===== config.mk =====
export PLATFORM = sky130hd
export DESIGN_NAME = ifetch_unit
export DESIGN_NICKNAME = d
export VERILOG_FILES = /design/src/rtl/ifetch_unit.sv
export SDC_FILE = /design/constraint.sdc
export NUM_CORES = 1
export LEC_CHECK = 0
export ABC_AREA = 1
export CAP_MARGIN = 10
export CORE_UTILIZATION = 50
export DETAILED_ROUTE_END_ITERATION = 10
export HOLD_SLACK_MARGIN = 0.03
export PLACE_DENSITY = 0.83
export SLEW_MARGIN = 20
export SYNTH_ARGS = -nofsm -noshare
export SYNTH_HDL_FRONTEND = slang
export SYNTH_SLANG_ARGS = --single-unit

===== constraint.sdc =====
create_clock -name clk -period 5.3 [get_ports clk]
set_clock_uncertainty 0.05 [all_clocks]
set_input_delay 1.06 -clock clk [delete_from_list [all_inputs] [get_ports clk]]
set_output_delay 1.06 -clock clk [all_outputs]
set_load 0.02 [all_outputs]

===== src/rtl/ifetch_unit.sv =====
// Instruction fetch unit: sequential PC generation into a small in-order
// fetch buffer with decode backpressure and execute-stage redirect.
module ifetch_unit #(
  parameter logic [31:0] RESET_PC  = 32'h0000_0000,
  parameter int          BUF_DEPTH = 2
) (
  input  logic        clk,
  input  logic        rst_n,
  output logic [31:0] imem_addr,
  input  logic [31:0] imem_data,
  input  logic        imem_valid,
  input  logic        redirect_valid,
  input  logic [31:0] redirect_pc,
  output logic        if_valid,
  output logic [31:0] if_instr,
  output logic [31:0] if_pc,
  input  logic        id_ready
);

  localparam int PW = (BUF_DEPTH == 4) ? 2 : 1;
  localparam int CW = PW + 1;

  localparam logic [0:0] RUN  = 1'b0;
  localparam logic [0:0] HOLD = 1'b1;

  logic [0:0]    state;
  logic [0:0]    state_nxt;
  logic [29:0]   fetch_pc;
  logic [PW-1:0] rd_ptr;
  logic [PW-1:0] wr_ptr;
  logic [CW-1:0] count;
  logic [CW-1:0] count_nxt;

  logic [29:0] pc_mem  [BUF_DEPTH];
  logic [31:0] ins_mem [BUF_DEPTH];

  logic full;
  logic pop;
  logic space;
  logic push;

  // Word-aligned PC kept as 30 bits so the low address bits are always zero
  assign imem_addr = {fetch_pc, 2'b00};

  assign full  = (count == CW'(BUF_DEPTH));
  assign pop   = if_valid && id_ready;
  assign space = !full || pop;
  assign push  = imem_valid && space;

  assign if_valid = (count != '0);
  assign if_pc    = if_valid ? {pc_mem[rd_ptr], 2'b00} : 32'h0;
  assign if_instr = if_valid ? ins_mem[rd_ptr] : 32'h0;

  always_comb begin
    count_nxt = count;
    unique case (1'b1)
      push && !pop: count_nxt = count + CW'(1);
      pop && !push: count_nxt = count - CW'(1);
      default:      count_nxt = count;
    endcase
  end

  always_comb begin
    state_nxt = state;
    unique case (state)
      RUN:     if (imem_valid && !space) state_nxt = HOLD;
      HOLD:    if (pop) state_nxt = RUN;
      default: state_nxt = RUN;
    endcase
  end

  always_ff @(posedge clk or negedge rst_n) begin
    if (!rst_n) begin
      state    <= RUN;
      fetch_pc <= RESET_PC[31:2];
      rd_ptr   <= '0;
      wr_ptr   <= '0;
      count    <= '0;
    end else if (redirect_valid) begin
      state    <= RUN;
      fetch_pc <= redirect_pc[31:2];
      rd_ptr   <= '0;
      wr_ptr   <= '0;
      count    <= '0;
    end else begin
      state <= state_nxt;
      count <= count_nxt;
      if (push) begin
        fetch_pc <= fetch_pc + 30'd1;
        wr_ptr   <= wr_ptr + PW'(1);
      end
      if (pop) rd_ptr <= rd_ptr + PW'(1);
    end
  end

  // Storage needs no reset: entries are only visible while count is nonzero
  always_ff @(posedge clk) begin
    if (push && !redirect_valid) begin
      pc_mem[wr_ptr]  <= fetch_pc;
      ins_mem[wr_ptr] <= imem_data;
    end
  end

endmodule


Word level (Yosys, flattened, before mapping). Memories as Yosys holds them, arrays and structs flattened. Cells that the tools add are included. Widths: inputs -> output; s select.

Latch bits: 0. Input port bits: 69. Word-level logic and storage cells: 38. ROM bits: 0. Bits in registers: 34. Memories kept: 2. Output and inout port bits: 97. Bits in writable memories: 124.

Bitwise operators: 0. Mux-type cells: 12. Shift operators: 0. Eq/ne operators: 1. Multiply operators: 0. Div/mod/pow operators: 0. Reductions and logical operators: 14. Add/sub/neg operators: 5. $lt $le $gt $ge: 0.

Memories: ins_mem (words 2, width 32, rd ports 1, clocked after Yosys merged registers in 0, write ports 1, line 35) `logic [31:0] ins_mem [BUF_DEPTH];`; pc_mem (words 2, width 30, rd ports 1, clocked after Yosys merged registers in 0, write ports 1, line 34) `logic [29:0] pc_mem [BUF_DEPTH];`.

Operator list (count): $mux 32 (2); $mux 30 (2); $add 30x1->30 const B (1); $mux 1 (6); $reduce_bool 2->1 (3); $logic_and 1x1->1 (5); $logic_not 1->1 (4); $pmux 2 s2 (1); $reduce_bool 3->1 (1); $add 1x1->1 const B (2); $add 2x1->2 const B (1); $eq 2x2->1 const B (1); $mux 2 (1); $sub 2x1->2 const B (1); $logic_or 1x1->1 (1).

Depth between registers and ports, before layout. Gate-level depths: netlist of run 1.

Depth in word-level cells: 8. Gate-level depth with buffers: 10.

Least setup slack after synthesis of run 1. Ideal clock, no wire load.

Path type: input -> register. From: input port redirect_valid. To: memory ins_mem[1][0] (enable). Setup time: 482 ps. Arrival time: 3999 ps. Path slack: 769 ps. Data required time: 4768 ps. Stages on the path: 3. Cells stage by stage: inv_1 > nand2_1 > nor2_1.

Longest elaborated chain between the ends: 4.

Ends and longest elaborated chain: start: declaration (line 12) `input logic redirect_valid,`; $logic_not 1->1 (line 98) `if (push && !redirect_valid) begin`; $logic_and 1x1->1 (line 98); $mux 1 (line 98); $mux 1 (implied by the code) (line 100) `ins_mem[wr_ptr] <= imem_data;`; end: declaration (line 35).

No other way between the ends.

Final worst setup path of run 1.
From: register rd_ptr. To: output port if_pc[26].

Longest elaborated chain between the ends: 2.

Ends and longest elaborated chain: start: declaration (line 29) `logic [PW-1:0] rd_ptr;`; start signal: assignment (line 92) `if (pop) rd_ptr <= rd_ptr + PW'(1);`; $mem_v2 2x30; $mux 32 (line 51) `assign if_pc = if_valid ? {pc_mem[rd_ptr], 2'b00} : 32'h0;`; end: declaration (line 16) `output logic [31:0] if_pc,`.

No other way between the ends.

==> metrics, run 1 <==
mean post-synth cell area 9.65 µm²; CP bufs+invs 3; placer congestion estimate 0.924; All-Layer GR Usage ~23%; Final Non-Filler Cells 1,086; initial antenna violation count 0; die area 0.0147 mm²; EDFF count, synth around 120; Ys Warns 0; outcome completed; Worst Setup Start Kind register; Post-Syn Instances around 740; # IOs about 170; grt ovf 0; sequential share of power 39.4%; Lkg Pwr 3.67 nW; post-DP HPWL 10,700 µm; Max-slew headroom roughly half; Site Rows 43; Routed WL per cell 14.9 µm; top cells by area, synth edfxtp_1, nand2_1, dfrtp_1; setup slack, reg-to-reg 2.53 ns; Internal Power 2.65 mW; Initial DRC Count between 300 and 400; total core area 0.0139 mm²; Top delay family on crit path buffers and inverters; worst-margin pin slew 0.740 ns; starting density of the core 51.1%; routed wire length 16,200 µm; flops & latches, synth between 150 and 200; P per Cell Area 418 mW/mm²; Final min period 3.82 ns; CTS tree built; pin count of the biggest net entering global routing 65; Switching Fraction 32.8%; clk sinks 158; most instantiated cells after synthesis nand2_1, edfxtp_1, a21oi_1; net switching power figure 1.29 mW; clk_lat worst skew 0.42 ns; buffers added on ports between 150 and 200; clock slew at reported path FFs 0.06 ns; area grow syn2layout 33.1%; WP data required 4.19 ns; share of the yosys chip area belonging to registers 64.5%; chip width 121 µm; Max Fclk 262 MHz; biggest area consumer among synthesized cells edfxtp_1; Most used DFF post-synth edfxtp_1; Clock power frac 30.3%; Post-DRT Antenna Nets 0; slowest CP cell clkdlybuf4s50_1; Synth top area share 52.5%; worst min path class register to register; CP Cell Sequence inv_2, buf_4, nand2_1, a21oi_1, clkdlybuf4s50_1; final hold viol count 0; Combinational Power Share between 30% and 40%; number of distinct library cells after synthesis 32; crit end category primary output; RSZ-0062 raised after global routing no; CP Class register to primary output; Fin Setup TNS 0 ns; first-pass GRT wire length 25,700 µm; most frequent cell after synthesis nand2_1; Pwr Total 3.95 mW; Mapped Area 0.00709 mm²; WP data arrival 2.71 ns; # diodes 0; CTS Hold Bufs 0; layout cell share with drive strength beyond 1 6.29%; drt via density 5.08; postcts setup bufs 0; vias in the first global route 5,221; Post-CTS Resized 0; Final setup viols 0; Via Count 5,515; CP Max Fanout 41; die height 121 µm; Final period util 72.0%; worst vdd ir 0.231 mV; Slew Limit Fails 0; critical path's largest stage delay 0.63 ns; CTS Buf Count 17; placed cells between 1,000 and 1,500; CTS root buffer clkbuf_16; fin nets 963; Pre-antenna DRT Iters 5; CTS H-Tree Depth 4; ys async rst share 21.5%; # Max-Cap Violations 0; clock tree buffer depth 2; DRC viols 0
-- cells in the final DEF, fill, tap and decap left out, types with 3 or more instances in the layout --
| cell | synthesis | final |
|---|---|---|
| conb_1 | 1 | 4 |
| nor2_1 | 43 | 42 |
| clkbuf_16 | 0 | 17 |
| buf_4 | 4 | 6 |
| inv_6 | 0 | 3 |
| a21oi_1 | 64 | 64 |
| edfxtp_1 | 124 | 124 |
| inv_1 | 53 | 52 |
| o211ai_1 | 5 | 5 |
| xor2_1 | 9 | 9 |
| o21ai_2 | 5 | 5 |
| clkinvlp_4 | 0 | 3 |
| nand2_1 | 302 | 302 |
| clkdlybuf4s50_1 | 0 | 159 |
| o21ai_0 | 13 | 13 |
| dfrtp_1 | 34 | 33 |
| clkinv_4 | 0 | 6 |
| nor2_4 | 3 | 4 |
| nand3_1 | 33 | 33 |
-- power groups by stage --
stage / Clock [mW] / Sequential, mW / Combinational, mW
3_3_place_gp: 0 / 1.57 / 1.18
4_1_cts: 1.21 / 1.55 / 1.21
3_5_place_dp: 0 / 1.58 / 1.20
2_1_floorplan: 0 / 1.59 / 0.613
6_report: 1.20 / 1.56 / 1.20
5_1_grt: 1.26 / 1.57 / 1.29
-- stage by stage --
| stage | utilization [%] | setup slack, ns | area, µm² | hold WS [ns] |
|---|---|---|---|---|
| 3_3_place_gp | 63.7 | 1.52 | 8840 | 0.461 |
| 2_1_floorplan | - | 0.769 | 7100 | 0.466 |
| 4_1_cts | 68.0 | 1.47 | 9440 | 0.499 |
| 6_report | 68.0 | 1.48 | 9440 | 0.505 |
| 3_5_place_dp | 63.7 | 1.49 | 8840 | 0.486 |
| 5_1_grt | 68.0 | 1.37 | 9440 | 0.537 |
-- area by class of cell --
type	instances	area (µm²)
fillers	1075	4450
repair buffers	166	1660
well taps	180	225
clock inverters	15	165
flip-flops and latches	158	4580
multi-input cells	495	2180
clock buffers	17	425
inverters	55	208
-- cells by family after synthesis --
logic type               share of synthesized area [%]
buffers and inverters                             4.99
AO/OA/AOI/OAI                                     7.24
flip-flops                                        64.5
other                                           0.0529
XOR/XNOR                                          1.36
adder cells (fa/ha/maj)                          0.176
AND/OR/NAND/NOR                                   21.7
-- registers in the layout, summed over array words and instances (netlist names) --
name	count
wr_ptr	1
fetch_pc	30
count	2
ins_mem	64
pc_mem	60
rd_ptr	1
-- layer usage --
metal	vias to the layer above	track usage, %	share of wire (%)
li1	2727	-	-
met2	167	40.5	51
met3	30	4.56	4.9
met5	-	0	0
met4	0	8.87	1.9
met1	2591	28.2	42
-- final timing paths --
path | from | endpoint | cells past startpoint
min in group asynchronous | rst_n | fetch_pc[28] | 2
max reg2reg | count[0] | pc_mem[0][15] | 7
min reg2reg | fetch_pc[29] | pc_mem[0][29] | 0
min | fetch_pc[29] | pc_mem[0][29] | 0
max in group asynchronous | rst_n | rd_ptr | 2
max | rd_ptr | if_pc[26] | 5
(Power assumes the default switching activity.)
==> run 2: changes to the inputs <==
--- a/config.mk
+++ b/config.mk
@@ -7,10 +7,10 @@
 export LEC_CHECK = 0
 export ABC_AREA = 1
 export CAP_MARGIN = 10
-export CORE_UTILIZATION = 50
+export CORE_UTILIZATION = 45
 export DETAILED_ROUTE_END_ITERATION = 10
 export HOLD_SLACK_MARGIN = 0.03
-export PLACE_DENSITY = 0.83
+export PLACE_DENSITY = 0.79
 export SLEW_MARGIN = 20
 export SYNTH_ARGS = -nofsm -noshare
 export SYNTH_HDL_FRONTEND = slang
==> constraint.sdc (replaced) <==
create_clock -name clk -period 3.25 [get_ports clk]
set_clock_uncertainty 0.05 [all_clocks]
set_input_delay 0.65 -clock clk [delete_from_list [all_inputs] [get_ports clk]]
set_output_delay 0.65 -clock clk [all_outputs]
set_load 0.02 [all_outputs]
==> run 2 against run 1 <==
  * Via count grew 0.25%
  * Sequential cell count is the same
  * Die area increased by 11%
  * Clock power is 54% higher
  * Clock-buffer cell count unchanged
  * Worst hold slack improved by 0.016 ns
  * Wire length increased by 4.8%
  * Cell count rose by 3.0%
  * Register-to-register slack got worse by 1.2 ns
  * First-iteration DRC count is 39% higher
  * Core utilization decreased by 5.9 points
==> metrics, run 2 (synthesis gave the netlist of run 1 again) <==
flip-flop and latch area 0.00458 mm²; Largest Register ins_mem; max reg flops 64; All-Layer GR Usage 21.9%; Routed WL per cell 15.1 µm; routed wire length 16,900 µm; buffers added on ports roughly 160; net switching power figure 2.06 mW; Worst Setup Start Kind register; Pwr Total 6.38 mW; Combinational Power Share 31.2%; clock tree buffer depth 2; initial antenna violation count 0; CTS H-Tree Depth 4; Initial DRC Count 504; drt via density a little under 5; WP data required around 2.6 ns; crit end category primary output; Lkg Pwr 3.69 nW; Slew Limit Fails 0; Post-DRT Antenna Nets 0; # Max-Cap Violations 0; Site Rows 45; Switching Fraction roughly a third; total core area 0.0153 mm²; pin count of the biggest net entering global routing 65; Final period util approximately 91%; clock slew at reported path FFs approximately 0.060 ns; biggest regs ins_mem x64, pc_mem x60, fetch_pc x30; vias in the first global route 5,207; CTS Hold Bufs 0; PnR worst setup slack between 0.3 and 0.4 ns; area of the multi-input gates 0.00218 mm²; RSZ-0062 raised after global routing no; first-pass GRT wire length 26,800 µm; placed cells 1,089; Clock power frac 29.0%; critical path's largest stage delay 0.64 ns; P per Cell Area 671 mW/mm²; clk_lat worst skew 0.41 ns; postcts setup bufs 0; worst-margin pin slew 0.534 ns; outcome completed; area grow syn2layout 34.0%; Fin Setup TNS 0 ns; dpl ws 0.668 ns; Final setup viols 0; sequential share of power approximately two fifths; worst min path class register to register; fill count 1,263; worst vdd ir 0.365 mV; Via Count between 5,000 and 6,000; slowest CP cell clkdlybuf4s50_1; commonest non-fill, non-tap cell in the layout nand2_1; chip width 128 µm; # IOs roughly 170; Max Fclk 339 MHz; die height 128 µm; Min Hold Slack between 0.5 and 0.6 ns; post-DP HPWL 11,100 µm; fin nets 967; final hold viol count 0; Final min period 2.95 ns; CTS Buf Count 17; placer congestion estimate 0.911; Top delay family on crit path buffers and inverters; die area 0.0163 mm²; CP bufs+invs 3; Max-slew headroom 64.4%; CTS root buffer clkbuf_16; layout cell share with drive strength beyond 1 under 10%; Internal Power 4.32 mW; commonest non-fill, non-tap cells in the layout nand2_1, clkdlybuf4s50_1, edfxtp_1, a21oi_1, inv_1; starting density of the core 46.3%; # diodes 0; Pre-antenna DRT Iters 5; Post-CTS Resized 0; CP Class register to primary output; DRC viols 0; WP data arrival 2.25 ns; CP Cell Sequence inv_2, buf_4, nand2_1, a21oi_1, clkdlybuf4s50_1; grt ovf 0; clk sinks 158; CP Max Fanout 41; CTS tree built; Final Non-Filler Cells 1,119
==> run 2: cell count changes in the layout (fill, tap and decap cells not counted), sizes merged <==
cell,delta
clkinv,+1
inv,-3
buf,+4
==> run 2: worst paths after layout <==
check	start	to	slack (ns)	cells after the start
setup / recovery	rd_ptr	if_instr[21]	0.30	5
hold / removal	fetch_pc[0]	pc_mem[1][0]	0.52	0
setup reg to reg	count[0]	pc_mem[1][11]	1.29	7
hold reg to reg	fetch_pc[0]	pc_mem[1][0]	0.52	0
max in group asynchronous	rst_n	rd_ptr	2.20	2
min in group asynchronous	rst_n	fetch_pc[28]	0.60	2
==> run 2: through the flow <==
step	utilization (%)	instance area, µm²
6_report	62.1	9500
4_1_cts	62.1	9500
3_3_place_gp	58.4	8950
3_5_place_dp	58.4	8950
2_1_floorplan	-	7100
5_1_grt	62.1	9500
==> run 2: per-layer routing <==
metal  share of wire, %  GRT usage (%)  vias to the layer above  wire, µm
met4                1.6           7.07                        0       265
li1                   -              -                     2737         -
met5                  0              0                        -         0
met3                7.0           6.28                       26      1190
met1                 42           26.9                     2571      7170
met2                 49           37.2                      195      8320
==> run 2: area by class of cell <==
| type | instances | area share (%) |
|---|---|---|
| clock buffers | 17 | 4.48 |
| repair buffers | 170 | 18.1 |
| flip-flops and latches | 158 | 48.2 |
| clock inverters | 13 | 1.33 |
| inverters | 55 | 2.19 |
| well taps | 211 | 2.78 |
| multi-input cells | 495 | 22.9 |
==> run 2: worst register-to-register path: cells and delay by family, from the launching register on <==
family	cells	cell delay [ns]
AO/OA/AOI/OAI	1	0.09
flip-flops	1	0.44
buffers and inverters	3	0.53
AND/OR/NAND/NOR	3	0.47
==> run 2: power by group through the flow <==
stage | sequential (mW) | combinational (mW) | clock (mW)
floorplan | 2.60 | 1.00 | 0
global placement | 2.57 | 1.98 | 0
detailed placement | 2.58 | 2.00 | 0
CTS | 2.54 | 2.01 | 1.88
global route | 2.56 | 2.14 | 1.99
finish | 2.54 | 1.99 | 1.85
